`src/rtl/serial_alu_pkg.sv`:
```
// Shared control encodings for the serial ALU: opcode width, opcode values,
// sequencer state encoding and a helper that classifies opcodes.
// Ports: none (package). `CONTROL_WIDTH is the tile-wide opcode width macro.
`ifndef CONTROL_WIDTH
`define CONTROL_WIDTH 4
`endif

package serial_alu_pkg;

   localparam int CONTROL_WIDTH = `CONTROL_WIDTH;

   typedef logic [CONTROL_WIDTH-1:0] ctrl_t;

   // Opcode encodings; every code not listed here yields a zero result.
   localparam ctrl_t OUTPUT_ALL_ZERO  = ctrl_t'(0);
   localparam ctrl_t OUTPUT_A_PLUS_B  = ctrl_t'(1);
   localparam ctrl_t OUTPUT_A_MINUS_B = ctrl_t'(2);
   localparam ctrl_t OUTPUT_A_AND_B   = ctrl_t'(3);
   localparam ctrl_t OUTPUT_A_OR_B    = ctrl_t'(4);
   localparam ctrl_t OUTPUT_A_XOR_B   = ctrl_t'(5);
   localparam ctrl_t OUTPUT_NOT_A     = ctrl_t'(6);
   localparam ctrl_t OUTPUT_A         = ctrl_t'(7);
   localparam ctrl_t OUTPUT_B         = ctrl_t'(8);
   localparam ctrl_t OUTPUT_ALL_ONE   = ctrl_t'(9);

   // Sequencer states.
   typedef enum logic [1:0] {
      SERIAL_IDLE = 2'd0,
      SERIAL_RUN  = 2'd1,
      SERIAL_DONE = 2'd2
   } state_t;

   function automatic logic is_arith(input ctrl_t f);
      return (f == OUTPUT_A_PLUS_B) || (f == OUTPUT_A_MINUS_B);
   endfunction

endpackage

```
`src/rtl/one_bit_alu.sv`:
```
// One-bit ALU slice: purely combinational, evaluates one bit position.
// Ports: a/b operand bits, carry_in/borrow_in from previous bit, f opcode;
//        result bit, carry_out/borrow_out for the next bit. No backpressure.
module one_bit_alu
   import serial_alu_pkg::*;
(
   input  logic  a,
   input  logic  b,
   input  logic  carry_in,
   input  logic  borrow_in,
   input  ctrl_t f,
   output logic  result,
   output logic  carry_out,
   output logic  borrow_out
);

   always_comb begin
      result     = 1'b0;
      carry_out  = 1'b0;
      borrow_out = 1'b0;
      case (f)
         OUTPUT_A_PLUS_B: begin
            result    = a ^ b ^ carry_in;
            carry_out = (a & b) | (carry_in & (a ^ b));
         end
         OUTPUT_A_MINUS_B: begin
            result     = a ^ b ^ borrow_in;
            // Borrow when b (plus incoming borrow) exceeds a at this bit.
            borrow_out = (~a & b) | (borrow_in & ~(a ^ b));
         end
         OUTPUT_A_AND_B: result = a & b;
         OUTPUT_A_OR_B:  result = a | b;
         OUTPUT_A_XOR_B: result = a ^ b;
         OUTPUT_NOT_A:   result = ~a;
         OUTPUT_A:       result = a;
         OUTPUT_B:       result = b;
         OUTPUT_ALL_ONE: result = 1'b1;
         default:        result = 1'b0;
      endcase
   end

endmodule

```
`src/rtl/serial_alu.sv`:
```
// Bit-serial WIDTH-bit ALU: one one_bit_alu slice, operands consumed LSB-first.
// Ports: clk_i/rst_i (sync, active high), start_i/f_i/a_i/b_i request,
//        busy_o/done_o handshake, registered result_o and carry/borrow/zero/
//        overflow flags. done_o pulses WIDTH+1 cycles after the accept cycle.
// Optional: define SERIAL_ALU_OVERFLOW_EN to build the signed overflow flag.
module serial_alu
   import serial_alu_pkg::*;
#(
   parameter  int WIDTH = 8,
   localparam int CNT_W = $clog2(WIDTH) + 1
) (
   input  logic                      clk_i,
   input  logic                      rst_i,
   input  logic                      start_i,
   input  logic [`CONTROL_WIDTH-1:0] f_i,
   input  logic [WIDTH-1:0]          a_i,
   input  logic [WIDTH-1:0]          b_i,
   output logic                      busy_o,
   output logic                      done_o,
   output logic [WIDTH-1:0]          result_o,
   output logic                      carry_o,
   output logic                      borrow_o,
   output logic                      zero_o,
   output logic                      overflow_o
);

   state_t            state_q, state_d;
   logic [CNT_W-1:0]  cnt_q;
   logic [WIDTH-1:0]  a_sh, b_sh, res_sh;
   ctrl_t             f_q;
   logic              carry_q, borrow_q;
   logic [WIDTH-1:0]  result_q;
   logic              carry_r, borrow_r;

   logic              slice_res, slice_carry, slice_borrow;
   logic              last_bit;
   logic              accept;
   logic [WIDTH-1:0]  res_next;

   one_bit_alu u_slice (
      .a          (a_sh[0]),
      .b          (b_sh[0]),
      .carry_in   (carry_q),
      .borrow_in  (borrow_q),
      .f          (f_q),
      .result     (slice_res),
      .carry_out  (slice_carry),
      .borrow_out (slice_borrow)
   );

   assign last_bit = (cnt_q == CNT_W'(WIDTH - 1));
   assign accept   = (state_q == SERIAL_IDLE) && start_i;
   // Result register fills from the top, so after WIDTH shifts bit 0 is the LSB.
   assign res_next = {slice_res, res_sh[WIDTH-1:1]};

   // State register.
   always_ff @(posedge clk_i) begin
      if (rst_i) state_q <= SERIAL_IDLE;
      else       state_q <= state_d;
   end

   // Next-state and handshake outputs.
   always_comb begin
      state_d = state_q;
      busy_o  = 1'b0;
      done_o  = 1'b0;
      case (state_q)
         SERIAL_IDLE: begin
            if (start_i) state_d = SERIAL_RUN;
         end
         SERIAL_RUN: begin
            busy_o = 1'b1;
            if (last_bit) state_d = SERIAL_DONE;
         end
         SERIAL_DONE: begin
            busy_o  = 1'b1;
            done_o  = 1'b1;
            state_d = SERIAL_IDLE;
         end
         default: state_d = SERIAL_IDLE;
      endcase
   end

   // Datapath: shift registers, inter-bit carry/borrow, counter, result flags.
   always_ff @(posedge clk_i) begin
      if (rst_i) begin
         cnt_q    <= '0;
         a_sh     <= '0;
         b_sh     <= '0;
         res_sh   <= '0;
         f_q      <= '0;
         carry_q  <= 1'b0;
         borrow_q <= 1'b0;
         result_q <= '0;
         carry_r  <= 1'b0;
         borrow_r <= 1'b0;
      end else if (accept) begin
         a_sh     <= a_i;
         b_sh     <= b_i;
         f_q      <= f_i;
         res_sh   <= '0;
         carry_q  <= 1'b0;
         borrow_q <= 1'b0;
         cnt_q    <= '0;
      end else if (state_q == SERIAL_RUN) begin
         a_sh     <= a_sh >> 1;
         b_sh     <= b_sh >> 1;
         res_sh   <= res_next;
         carry_q  <= slice_carry;
         borrow_q <= slice_borrow;
         cnt_q    <= cnt_q + 1'b1;
         if (last_bit) begin
            result_q <= res_next;
            carry_r  <= (f_q == OUTPUT_A_PLUS_B)  && slice_carry;
            borrow_r <= (f_q == OUTPUT_A_MINUS_B) && slice_borrow;
         end
      end
   end

`ifdef SERIAL_ALU_OVERFLOW_EN
   logic a_msb_q, b_msb_q, ovf_r, ovf_d;

   // Overflow depends only on operand signs and result sign.
   always_comb begin
      ovf_d = 1'b0;
      if (f_q == OUTPUT_A_PLUS_B)
         ovf_d = (a_msb_q == b_msb_q) && (slice_res != a_msb_q);
      else if (f_q == OUTPUT_A_MINUS_B)
         ovf_d = (a_msb_q != b_msb_q) && (slice_res != a_msb_q);
   end

   always_ff @(posedge clk_i) begin
      if (rst_i) begin
         a_msb_q <= 1'b0;
         b_msb_q <= 1'b0;
         ovf_r   <= 1'b0;
      end else if (accept) begin
         a_msb_q <= a_i[WIDTH-1];
         b_msb_q <= b_i[WIDTH-1];
      end else if ((state_q == SERIAL_RUN) && last_bit && is_arith(f_q)) begin
         ovf_r <= ovf_d;
      end else if ((state_q == SERIAL_RUN) && last_bit) begin
         ovf_r <= 1'b0;
      end
   end

   assign overflow_o = ovf_r;
`else
   assign overflow_o = 1'b0;
`endif

   assign result_o = result_q;
   assign carry_o  = carry_r;
   assign borrow_o = borrow_r;
   assign zero_o   = (result_q == '0);

endmodule

```
`config.mk`:
```
export PLATFORM = sky130hd
export DESIGN_NAME = serial_alu
export DESIGN_NICKNAME = d
export VERILOG_FILES = /design/src/rtl/serial_alu_pkg.sv /design/src/rtl/one_bit_alu.sv /design/src/rtl/serial_alu.sv
export SDC_FILE = /design/constraint.sdc
export NUM_CORES = 1
export LEC_CHECK = 0
export ABC_AREA = 1
export CAP_MARGIN = 15
export CORE_UTILIZATION = 56
export DETAILED_ROUTE_END_ITERATION = 8
export GPL_TIMING_DRIVEN = 0
export PLACE_DENSITY = 0.8
export SYNTH_ARGS = -nofsm -noshare
export SYNTH_HDL_FRONTEND = slang
export SYNTH_HIERARCHICAL = 1
export SYNTH_SLANG_ARGS = --single-unit
```
`constraint.sdc`:
```
create_clock -name clk_i -period 2.6 [get_ports clk_i]
set_clock_uncertainty 0.2 [all_clocks]
set_input_delay 0.52 -clock clk_i [delete_from_list [all_inputs] [get_ports clk_i]]
set_output_delay 0.52 -clock clk_i [all_outputs]
set_load 0.005 [all_outputs]
```
==> reports/qor_table.md, run 1 <==
| Quantity | Value |
| --- | --- |
| Maximum buffer depth of the clock tree | 2 |
| Number of max-slew violations in the final report | 0 |
| Setup Crit Path Kind | register to output port |
| Netlist area before placement | 0.00214 sq mm |
| Final Non-Filler Cells | 378 |
| Sink count of the clock tree | 45 |
| Violation count after the first detailed-route iteration | 86 |
| Synth warnings | 6 |
| Total number of placement rows | 22 |
| Post-CTS repair timing setup buffer count | 0 |
| Synthesized net count | 318 |
| Required time reported for the critical path endpoint | 1.88 ns |
| Y dimension of the die | 63.8 microns |
| CTS tree | yes |
| Sequential-to-total area share from yosys stat | 0.421 |
| Vias | 1937 |
| Arrival time of data at the critical path endpoint | 1.54 ns |
| Summed negative setup slack over all endpoints | 0 ns |
| Dominant synthesized flop cell | sky130_fd_sc_hd__dfxtp_1 |
| Highest Clock Rate | 442 MHz |
| Hold buffers post-CTS | 0 |
| Diode insertion count for antenna repair | 0 |
| Largest driver fanout on the critical path | 3 |
| Reg2Reg Setup Slack | 0.71 ns |
| Count of unique library cells instantiated by Yosys | 27 |
| Initial core utilization | 0.584 |
| Post-synth ARST share | 0 |
| Setup crit end kind | output port |
| Number of enable-type register cells in the synthesized netlist | 0 |
| Count of placed standard cells including taps | 370 |
| Total number of nets in the final design | 360 |
| Leak pwr | 1.04 nW |
| TritonCTS buffer count | 5 |
| Final Hold Vio Count | 0 |
| Setup repair after global routing missed its margin | no |
| Deepest level of the CTS H-tree | 2 |
| Tot GR Track Use | 0.236 |
| Clock slew at reported path FFs | 0.08 ns |
| Share of the synthesized area in the top cell type | 0.421 |
| Final core utilization | 0.728 |
| Global-route wire length before repair | 7580 microns |
| Filler Cells Inserted | 306 |
| Wirelength, routed | 4270 microns |
| Resized cells post-CTS | 0 |
| Number of antenna-violating nets in the routed design | 0 |
| Layout cell share with drive strength beyond 1 | 0.0879 |
| Number of buffer cells added on primary ports | 35 |
| Later-pin clock latency in the skew report | 0.30 ns |
| Power density normalized to cell area | 597 mW/mm^2 |
| Min cycle time layout | 2.26 ns |
| # IOs | 37 |
| Peak ir drop on the vdd network | 455 uV |
| Number of max-capacitance violations reported | 0 |
| Hold crit path type | register to register |
| Leading post-synthesis cells by cell area | sky130_fd_sc_hd__dfxtp_1 42%, sky130_fd_sc_hd__nand2_1 14%, sky130_fd_sc_hd__a21oi_1 5.6% |
| Area used by sequential logic in the layout | 901 sq um |
| Placer congestion estimate | 0.835 |
| Floorplan die area | 0.00407 sq mm |
| Die X | 63.8 microns |
| Number of cells produced by synthesis | 287 |
| Outcome | finished, final reports clean |
| Total core area | 0.00366 sq mm |
| Power after layout | 1.59 mW |
| Largest net degree at the start of global routing | 16 |
| DPL Wire Length | 3130 microns |
| Detailed-route vias per instance | 5.12 |
| Average routed wire per standard cell | 11.3 microns |
| Final-report setup violation count | 0 |
| Final cycle utilization of the critical path | 0.871 |
| Total congestion overflow | 0 |
| Area growth, synth to finish | 24.6% |
| DRC Markers | 0 |
| Post-synthesis area per instance | 7.45 sq um |
| 1st-pass router iterations | 4 |
| Number of antenna violations at the first check in global routing | 0 |
| Via count of the first global-routing pass | 1773 |
| Clock Root Buffer | sky130_fd_sc_hd__clkbuf_8 |
| #FFs+latches synth | 45 |
| Critical path startpoint category | register |
| Library cell with the largest summed area after synthesis | sky130_fd_sc_hd__dfxtp_1 |
| Area used by multi-input combinational logic | 0.00103 sq mm |
[where the power goes]
| group | total, mW | internal [mW] | switching, mW |
|---|---|---|---|
| clock | 0.532 | 0.288 | 0.244 |
| combinational | 0.305 | 0.135 | 0.170 |
| sequential | 0.753 | 0.723 | 0.0298 |
| total | 1.59 | 1.15 | 0.444 |
[state kept, by name, indices dropped and copies added (netlist names), 2 cells and up]
name,count
res_sh,7
result_o,8
cnt_q,4
state_q,2
b_sh,8
a_sh,8
f_q,4
[cell usage in the layout (no fill, tap or decap), types with 3 or more instances in the layout]
cell type / count
sky130_fd_sc_hd__buf_6: 6
sky130_fd_sc_hd__inv_1: 18
sky130_fd_sc_hd__a31oi_1: 12
sky130_fd_sc_hd__nand3_1: 23
sky130_fd_sc_hd__clkdlybuf4s50_1: 35
sky130_fd_sc_hd__nor2_1: 30
sky130_fd_sc_hd__clkbuf_8: 5
sky130_fd_sc_hd__nand2_1: 79
sky130_fd_sc_hd__inv_2: 3
sky130_fd_sc_hd__nor3_1: 4
sky130_fd_sc_hd__a21oi_1: 24
sky130_fd_sc_hd__dfxtp_1: 45
sky130_fd_sc_hd__o21bai_1: 8
sky130_fd_sc_hd__ha_1: 8
sky130_fd_sc_hd__o21ai_0: 6
[Yosys cell counts, drive strengths merged (2+ instances only)]
cell type / number
nand2: 81
nor3: 4
a31oi: 12
inv: 21
nand4: 2
dfxtp: 45
nor2: 34
buf: 11
a21oi: 24
nand3: 24
o21bai: 8
nor4: 2
ha: 8
o21ai: 6
[cells by family after synthesis]
| kind of cell | count (synthesis) | synth area share |
|---|---|---|
| flip-flops | 45 | 0.421 |
| adder cells (fa/ha/maj) | 8 | 0.0468 |
| AO/OA/AOI/OAI | 50 | 0.133 |
| XOR/XNOR | 1 | 0.00409 |
| other | 1 | 0.00175 |
| AND/OR/NAND/NOR | 148 | 0.296 |
| buffers and inverters | 34 | 0.0971 |
[path summary, 6_finish.rpt]
kind                            from                       end  cells past startpoint
max          state_q[0]$_SDFFE_PP0P_                    busy_o                      3
max reg2reg     a_sh[0]$_SDFFE_PP0P_  result_o[7]$_SDFFE_PP0P_                     10
min reg2reg     b_sh[7]$_SDFFE_PP0P_      b_sh[7]$_SDFFE_PP0P_                      2
min             b_sh[7]$_SDFFE_PP0P_      b_sh[7]$_SDFFE_PP0P_                      2
[per-stage QoR]
step	hold slack (ns)	cell area, sq um	setup WS [ns]
final	0.264	2670	0.336
after global routing	0.294	2670	0.246
after CTS	0.267	2670	0.313
after detailed placement	0.254	2550	0.451
after global placement	0.249	2550	0.489
after floorplan	0.239	2140	0.961
[critical path, stage by stage, from the launching register on]
cell,delay [ns]
sky130_fd_sc_hd__dfxtp_1,0.38
sky130_fd_sc_hd__inv_1,0.10
sky130_fd_sc_hd__ha_1,0.29
sky130_fd_sc_hd__clkdlybuf4s50_1,0.49
[per-layer routing]
| layer | track usage | vias up | wire [microns] |
|---|---|---|---|
| met3 | 0.0571 | 5 | 117 |
| met1 | 0.284 | 881 | 2050 |
| met2 | 0.408 | 33 | 2040 |
| met4 | 0.0824 | 0 | 58 |
| li1 | - | 1018 | - |
| met5 | 0 | - | 0 |
[layout make-up]
type,instances,share of cell area
Multi-Input combinational cell,208,0.387
Sequential cell,45,0.338
Timing Repair Buffer,35,0.131
Buffer,13,0.0484
Inverter,21,0.0296
Clock buffer,5,0.0258
Tap cell,48,0.0225
Clock inverter,3,0.0174
Power figures use the tool's default switching activity.
==> inputs of run 2 (changes only) <==
TNS_END_PERCENT = 100   (was default)
==> results of run 2 <==
No change in the layout: final DEF, timing and power equal those of run 1.
